`src/rtl/tetris_pkg.sv`:
```
// Shared widths, FSM state type and piece-type codes for the piece-control blocks.
package tetris_pkg;

  localparam int BOARD_W = 32;
  localparam int LOC_W   = 5;
  localparam int ROT_W   = 2;
  localparam int TYPE_W  = 2;

  typedef enum logic [1:0] {
    ST_IDLE  = 2'd0,
    ST_ISSUE = 2'd1,
    ST_WAIT  = 2'd2
  } mr_state_t;

  localparam logic [TYPE_W-1:0] PIECE_I = 2'd0;
  localparam logic [TYPE_W-1:0] PIECE_O = 2'd1;
  localparam logic [TYPE_W-1:0] PIECE_T = 2'd2;
  localparam logic [TYPE_W-1:0] PIECE_L = 2'd3;

endpackage

```
`src/rtl/button_debounce.sv`:
```
// Synchronizes one raw button and filters it into a debounced level plus a
// rising-edge strobe that coincides with the level going high.
module button_debounce #(
  parameter int DEBOUNCE_CYCLES = 4
) (
  input  logic clka,
  input  logic reset,
  input  logic raw,
  output logic level,
  output logic rise
);

  localparam logic [7:0] LAST = 8'(DEBOUNCE_CYCLES - 1);

  logic       sync1;
  logic       sync2;
  logic [7:0] cnt;
  logic       flip;

  // The strobe is taken from the flip condition so the pending flag sets on the
  // same edge that the debounced level changes.
  assign flip = (sync2 != level) && (cnt == LAST);
  assign rise = flip && sync2;

  always_ff @(posedge clka or posedge reset) begin
    if (reset) begin
      sync1 <= 1'b0;
      sync2 <= 1'b0;
      level <= 1'b0;
      cnt   <= '0;
    end else begin
      sync1 <= raw;
      sync2 <= sync1;
      if (sync2 == level) begin
        cnt <= '0;
      end else if (flip) begin
        level <= sync2;
        cnt   <= '0;
      end else begin
        cnt <= cnt + 8'd1;
      end
    end
  end

endmodule

```
`src/rtl/move_request_ctrl.sv`:
```
// Initiator side of the move_piece start/done handshake: queues debounced
// button requests, issues one command at a time and owns the piece state.
module move_request_ctrl
  import tetris_pkg::*;
#(
  parameter int DEBOUNCE_CYCLES = 4,
  parameter int TIMEOUT_CYCLES  = 255
) (
  input  logic               clka,
  input  logic               reset,
  input  logic               btn_left,
  input  logic               btn_right,
  input  logic               btn_rotate,
  input  logic               spawn,
  input  logic [BOARD_W-1:0] spawn_board,
  input  logic [TYPE_W-1:0]  spawn_type,
  input  logic [LOC_W-1:0]   spawn_location,
  output logic               mp_start,
  output logic               mp_left,
  output logic               mp_right,
  output logic               mp_rotate,
  output logic [BOARD_W-1:0] mp_board,
  output logic [TYPE_W-1:0]  mp_type,
  output logic [LOC_W-1:0]   mp_location,
  output logic [ROT_W-1:0]   mp_rotation,
  input  logic               mp_done,
  input  logic [BOARD_W-1:0] mp_new_board,
  input  logic [LOC_W-1:0]   mp_new_location,
  input  logic [ROT_W-1:0]   mp_new_rotation,
  output logic               busy,
  output logic               spawn_dropped,
  output logic               timeout_err
);

  localparam logic [7:0] TMO_LAST = 8'(TIMEOUT_CYCLES - 1);

  // Bit order for pend/cmd/rise: [0] left, [1] right, [2] rotate.
  logic [2:0]         rise;
  logic [2:0]         unused_levels;

  mr_state_t          state, state_next;
  logic [2:0]         pend, pend_next;
  logic [2:0]         cmd, cmd_next;
  logic [BOARD_W-1:0] board, board_next;
  logic [TYPE_W-1:0]  ptype, ptype_next;
  logic [LOC_W-1:0]   loc, loc_next;
  logic [ROT_W-1:0]   rot, rot_next;
  logic [7:0]         tcnt, tcnt_next;
  logic               dropped_next;
  logic               tout_next;

  button_debounce #(.DEBOUNCE_CYCLES(DEBOUNCE_CYCLES)) u_db_left (
    .clka(clka), .reset(reset), .raw(btn_left), .level(unused_levels[0]), .rise(rise[0])
  );
  button_debounce #(.DEBOUNCE_CYCLES(DEBOUNCE_CYCLES)) u_db_right (
    .clka(clka), .reset(reset), .raw(btn_right), .level(unused_levels[1]), .rise(rise[1])
  );
  button_debounce #(.DEBOUNCE_CYCLES(DEBOUNCE_CYCLES)) u_db_rotate (
    .clka(clka), .reset(reset), .raw(btn_rotate), .level(unused_levels[2]), .rise(rise[2])
  );

  always_ff @(posedge clka or posedge reset) begin
    if (reset) begin
      state         <= ST_IDLE;
      pend          <= '0;
      cmd           <= '0;
      board         <= '0;
      ptype         <= '0;
      loc           <= '0;
      rot           <= '0;
      tcnt          <= '0;
      spawn_dropped <= 1'b0;
      timeout_err   <= 1'b0;
    end else begin
      state         <= state_next;
      pend          <= pend_next;
      cmd           <= cmd_next;
      board         <= board_next;
      ptype         <= ptype_next;
      loc           <= loc_next;
      rot           <= rot_next;
      tcnt          <= tcnt_next;
      spawn_dropped <= dropped_next;
      timeout_err   <= tout_next;
    end
  end

  always_comb begin
    state_next   = state;
    pend_next    = pend;
    cmd_next     = cmd;
    board_next   = board;
    ptype_next   = ptype;
    loc_next     = loc;
    rot_next     = rot;
    tcnt_next    = tcnt;
    tout_next    = 1'b0;
    dropped_next = spawn && (state != ST_IDLE);

    unique case (state)
      ST_IDLE: begin
        if (spawn) begin
          board_next = spawn_board;
          ptype_next = spawn_type;
          loc_next   = spawn_location;
          rot_next   = '0;
          pend_next  = '0;
        end else if (pend[2]) begin
          cmd_next     = 3'b100;
          pend_next[2] = 1'b0;
          state_next   = ST_ISSUE;
        end else if (pend[0] && pend[1]) begin
          // Opposing moves cancel each other rather than picking a winner.
          pend_next[1:0] = 2'b00;
        end else if (pend[0]) begin
          cmd_next     = 3'b001;
          pend_next[0] = 1'b0;
          state_next   = ST_ISSUE;
        end else if (pend[1]) begin
          cmd_next     = 3'b010;
          pend_next[1] = 1'b0;
          state_next   = ST_ISSUE;
        end
      end
      ST_ISSUE: begin
        tcnt_next  = '0;
        state_next = ST_WAIT;
      end
      ST_WAIT: begin
        if (mp_done) begin
          board_next = mp_new_board;
          loc_next   = mp_new_location;
          rot_next   = mp_new_rotation;
          cmd_next   = '0;
          state_next = ST_IDLE;
        end else if (tcnt == TMO_LAST) begin
          tout_next  = 1'b1;
          cmd_next   = '0;
          state_next = ST_IDLE;
        end else begin
          tcnt_next = tcnt + 8'd1;
        end
      end
      default: begin
        cmd_next   = '0;
        state_next = ST_IDLE;
      end
    endcase

    // New presses are always captured, even on a cycle that clears flags.
    pend_next = pend_next | rise;
  end

  assign mp_start    = (state == ST_ISSUE);
  assign busy        = (state != ST_IDLE);
  assign mp_left     = cmd[0];
  assign mp_right    = cmd[1];
  assign mp_rotate   = cmd[2];
  assign mp_board    = board;
  assign mp_type     = ptype;
  assign mp_location = loc;
  assign mp_rotation = rot;

endmodule

```
`config.mk`:
```
export PLATFORM = sky130hd
export DESIGN_NAME = move_request_ctrl
export DESIGN_NICKNAME = d
export VERILOG_FILES = /design/src/rtl/tetris_pkg.sv /design/src/rtl/button_debounce.sv /design/src/rtl/move_request_ctrl.sv
export SDC_FILE = /design/constraint.sdc
export NUM_CORES = 1
export LEC_CHECK = 0
export CELL_PAD_IN_SITES_DETAIL_PLACEMENT = 2
export CELL_PAD_IN_SITES_GLOBAL_PLACEMENT = 2
export CORE_ASPECT_RATIO = 1.75
export CORE_MARGIN = 1
export CORE_UTILIZATION = 30
export DETAILED_ROUTE_END_ITERATION = 7
export PLACE_DENSITY_LB_ADDON = 0.1
export SYNTH_ARGS = -nofsm -noshare
export SYNTH_HDL_FRONTEND = slang
export SYNTH_SLANG_ARGS = --single-unit
```
`constraint.sdc`:
```
create_clock -name clka -period 7.1 [get_ports clka]
set_clock_uncertainty 0.15 [all_clocks]
set_input_delay 2.13 -clock clka [delete_from_list [all_inputs] [get_ports clka]]
set_output_delay 2.13 -clock clka [all_outputs]
set_load 0.05 [all_outputs]
```
Word level (Yosys, flattened, before mapping)
Index checks and enable logic that the tools add are counted.
{"block": "op_classes", "add_sub_neg": 4, "n_eq_ne": 20, "mux": 42, "bitwise_logic": 5, "reduce_logical": 20}
{"operator": "2-to-1 mux 32 bit", "count": 2}
{"operator": "2-to-1 mux 8 bit", "count": 8}
{"operator": "one-hot mux 32 bit (2 select lines)", "count": 1}
{"operator": "adder 8 x 1 -> 8 bit, second input constant", "count": 4}
{"operator": "== test 8 x 2 -> 1 bit, second input constant", "count": 3}
{"operator": "2-to-1 mux 2 bit", "count": 12}
{"operator": "2-to-1 mux 3 bit", "count": 8}
{"operator": "one-hot mux 8 bit (2 select lines)", "count": 1}
{"operator": "2-to-1 mux 5 bit", "count": 2}
{"operator": "!= test 2 bit, second input constant", "count": 5}
{"operator": "one-hot mux 5 bit (2 select lines)", "count": 1}
{"operator": "one-hot mux 3 bit (3 select lines)", "count": 1}
{"operator": "== test 8 bit, second input constant", "count": 1}
{"operator": "logical AND 1 bit", "count": 8}
{"operator": "AND reduction 2 bit", "count": 4}
{"operator": "!= test 3 bit, second input constant", "count": 2}
{"operator": "one-hot mux 2 bit (3 select lines)", "count": 1}
{"operator": "AND reduction 3 bit", "count": 2}
{"operator": "nonzero test 2 bit", "count": 3}
{"operator": "AND reduction 5 bit", "count": 1}
{"operator": "2-to-1 mux 1 bit", "count": 4}
{"operator": "!= test 4 bit, second input constant", "count": 1}
{"operator": "NOT 1 bit", "count": 4}
{"operator": "one-hot mux 2 bit (2 select lines)", "count": 1}
{"operator": "7 further kinds", "count": 11}
{"block": "word_totals", "regBits": 92, "word_cells": 113}

Depth between registers and ports, before layout
{"block": "logic_depth", "ltp_word": 6, "depth_mapped": 9, "ltp_nobuf": 6}

Modules after synthesis
From an unflattened synthesis, not the netlist that was laid out.
{"block": "unflattened", "hier_cells": 410, "hier_area_um2": 4386.7}
{"module": "move_request_ctrl", "area_each_um2": 2896.5, "instances": 1, "seq_area_each_um2": 1476.4, "cells_per_inst": 275}
{"module": "button_debounce", "area_each_um2": 496.7, "instances": 3, "seq_area_each_um2": 275.3, "cells_per_inst": 45}

Worst setup path after synthesis
OpenSTA, ideal clock, no wires.
{"block": "synth_path", "path_type": "input -> register", "startpoint": "input mp_done", "endpoint": "register state[1]", "stages": 6, "slack_ns": 3.670, "n_path_buf": 2, "arrival_ns": 3.155, "cell_sequence": "buf_2 nand2b_1 a21oi_2 or2_0 buf_2 mux2_4"}
{"block": "synth_via", "elab_chain_cells": 2}
{"item": "from (decl)", "line_no": "move_request_ctrl.sv:26", "source": "input logic mp_done,"}
{"item": "!= test 3 bit (no line) / 2-to-1 mux 2 bit (equally long branches)"}
{"item": "AND reduction 4 bit (no line) / one-hot mux 2 bit (3 select lines) (equally long branches)"}
{"item": "to (signal assigned)", "line_no": "move_request_ctrl.sv:75", "source": "state <= state_next;"}
{"item": "to (decl)", "line_no": "move_request_ctrl.sv:41", "source": "mr_state_t state, state_next;"}
Parallel ways exist; a longest one is shown, timed or not.
A chain may end at the register's enable or synchronous reset.

Worst setup path in the final report
{"block": "layout_path", "startpoint": "input mp_done", "endpoint": "register board[3] (netlist: mp_board[3])"}
{"block": "layout_via", "elab_chain_cells": 2}
{"item": "!= test 2 bit (no line)"}
{"item": "AND reduction 3 bit (no line)"}
{"item": "to (signal assigned)", "line_no": "move_request_ctrl.sv:78", "source": "board <= board_next;"}
{"item": "to (decl)", "line_no": "move_request_ctrl.sv:44", "source": "logic [BOARD_W-1:0] board, board_next;"}
Every way passes these cells.

==> run_results.csv <==
group,metric,value,unit
run_status,status,"finished, final reports clean",
clock_tree,clock_latency,0.34,ns
floorplan,fp.coreArea,0.0138,mm²
global_route,grt_overflow_total,0,
global_route,antenna_found_initial,0,
placement,dp_hpwl,8890,µm
synth,seq_area_frac_synth,54.1,%
synth,netlist_instances,401,
placement,port_buffers,132,
job,maxCapViolCount,0,
global_route,first_global_vias,4120,
sta,slew_headroom,39.1,%
synth,synth_flop_cell,"dfrtp_1",
global_route,grt_max_degree,52,
sta,drv_slew,0,
power,p_per_area,447,mW/mm²
routing,viasPerCell,4.91,
power,irDropWorstVdd,189,µV
layout,final_util,43.8,%
routing,ant_nets,0,
global_route,grtUsageTotal,17.2,%
floorplan,num_rows,57,
layout,drive_gt1_share,5.79,%
floorplan,die_area,0.0147,mm²
sta,rsz0062_at_grt,"no",
synth,synthesis.area,0.00426,mm²
setup_path,crit_start,"mp_done",
synth,synth-edff-count,0,
synth,yosys_warnings,0,
floorplan,die_y,160,µm
layout,layout.cells.most_common,"clkdlybuf4s50_1",
floorplan,ios,133,
clock_tree,clk_pin_slew,0.07,ns
setup_path,rr_startpoint,"state[0]",
clock_tree,cts-buffers-inserted,9,
sta,post-route-min-period,4.44,ns
sta,timing.final.crit_share,62.5,%
setup_path,end_kind,"register",
clock_tree,clockBufferDepth,2,
power,p_leak,0.00252,µW
layout,fillers,1483,
layout,nNetsFinal,625,
routing,route.detailed.drc,0,
routing,dr.pass1.iters,4,
setup_path,arrival,4.55,ns
synth,yosys.cell_types.count,40,
clock_tree,cts-htree-levels,3,
setup_path,path_class,"input pin to register",
clock_tree,cts_setup_buffers,0,
clock_tree,ctsHoldBuffers,0,
synth,syn_avg_cell_area,10.6,µm²
sta,final.setup.tns,0,ns
placement,gp_congestion,0.755,
layout,syn_to_final_growth,42.4,%
setup_path,cp.required,7.21,ns
sta,max_slew.worst_pin.slew,0.912,ns
layout,mostFrequentLayoutCells,"clkdlybuf4s50_1, dfrtp_1, nor2_1, a21oi_1, mux2i_1",
global_route,grt_pass1_wl,20100,µm
setup_path,worst_setup_path_start_kind,"input pin",
floorplan,initial_core_util,30.8,%
worst_hold_path,hold_start,"u_db_left.sync1",
clock_tree,cts.sinks,92,
layout,diodes,0,
sta,hold_violations,0,
setup_path,cp_max_fo,38,
clock_tree,clockRootBuffer,"clkbuf_16",
floorplan,die_width,92.1,µm
synth,syn_nets,495,
worst_hold_path,hold_class,"register to register",
synth,ys_seq_elements,92,
synth,ys_async_sr_fraction,100,%
routing,drt_iter0_markers,94,
clock_tree,cts_tree,"built",
routing,vias,3496,
sta,setup_violations,0,
routing,drt-total-wl,11800,µm
sta,fmax,225,MHz
clock_tree,cts_resized,0,
routing,wl_per_cell,16.6,µm
## layer usage
metal | up-vias | routed length (µm) | GRT usage, %
met2 | 106 | 6420 | 32.3
met5 | - | 0 | 0
met4 | 0 | 153 | 5.11
met3 | 10 | 701 | 4.49
li1 | 1652 | - | -
met1 | 1728 | 4550 | 18.5
## stage by stage
stage | hold slack, ns | power [µW] | area, µm² | instances | worst slack, ns
final | 0.206 | 2710 | 6060 | 712 | 2.66
after global routing | 0.229 | 2880 | 6060 | 712 | 2.44
after CTS | 0.215 | 2760 | 6060 | 712 | 2.63
after detailed placement | 0.200 | 2230 | 5750 | 697 | 2.24
after global placement | 0.185 | 2180 | 5750 | 697 | 2.41
after floorplan | 0.181 | 1760 | 4260 | 401 | 2.43
## critical path, cell delays in order
cell and delay (ns):
clkdlybuf4s50_1 0.70, nand2b_1 0.23, a21boi_4 0.76, buf_4 0.48, nor2_1 0.08, a21oi_1 0.14
## sequential cells by signal (all words and copies together), names as in the netlist, 2 cells and up
signal / flops
cmd: 3
mp_board: 32
mp_location: 5
mp_rotation: 2
mp_type: 2
pend: 3
state: 2
tcnt: 8
u_db_left.cnt: 8
u_db_right.cnt: 8
u_db_rotate.cnt: 8
## area by class of cell
cell class	count	area [µm²]	share of cell area [%]
multi-input combinational	283	1840	30.4
tap	177	221	3.65
inverter	10	40.0	0.660
sequential	92	2300	38.0
clock inverter	6	87.6	1.44
clock buffer	9	225	3.72
timing repair buffer	135	1340	22.2
## cell families after synthesis
logic type	Yosys count	share of synthesized area, %
AND/OR/NAND/NOR	133	14.7
adder cells (fa/ha/maj)	9	2.64
XOR/XNOR	23	4.73
buffers and inverters	26	3.00
multiplexers	43	10.5
AO/OA/AOI/OAI	75	10.4
flip-flops	92	54.1
## final timing paths
| check | to | slack (ns) | cells past startpoint |
|---|---|---|---|
| max | mp_board[3] | 2.66 | 6 |
| min | u_db_left.sync2 | 0.21 | 0 |
| max reg2reg | mp_board[3] | 3.90 | 8 |
| min reg2reg | u_db_left.sync2 | 0.21 | 0 |
| max in group asynchronous | u_db_right.sync2 | 3.70 | 3 |
| min in group asynchronous | u_db_left.sync2 | 2.05 | 2 |
## report_power, final
group	total [µW]	leakage, µW	switching [µW]	internal [µW]
clock network	511	0.000156	203	308
logic	1390	0.00123	907	484
registers	809	0.00114	116	692
total	2710	0.00252	1230	1480
## cell usage after synthesis, types with 2 or more instances
cell type	number	area share (%)
dfrtp_1	92	54
nor2_1	62	5.5
a21oi_1	42	4.9
mux2i_1	37	8.7
nand3_1	24	2.8
xor2_1	20	4.1
nand2_1	13	1.1
buf_2	12	1.4
o21ai_0	11	1.3
and3_1	10	1.5
inv_1	10	0.88
ha_1	9	2.6
nand2b_1	7	1.0
o31ai_1	5	0.88
buf_4	4	0.71
mux2_2	4	1.1
o41ai_1	3	0.62
or3_1	3	0.44
xnor2_1	3	0.62
a22oi_1	2	0.35
mux2_4	2	0.71
nand4_1	2	0.29
nor2b_1	2	0.29
nor3_1	2	0.24
nor4b_1	2	0.41
o21a_1	2	0.35
o311ai_0	2	0.41
or4_1	2	0.35
Note: power is estimated with default switching activity, not from simulation.
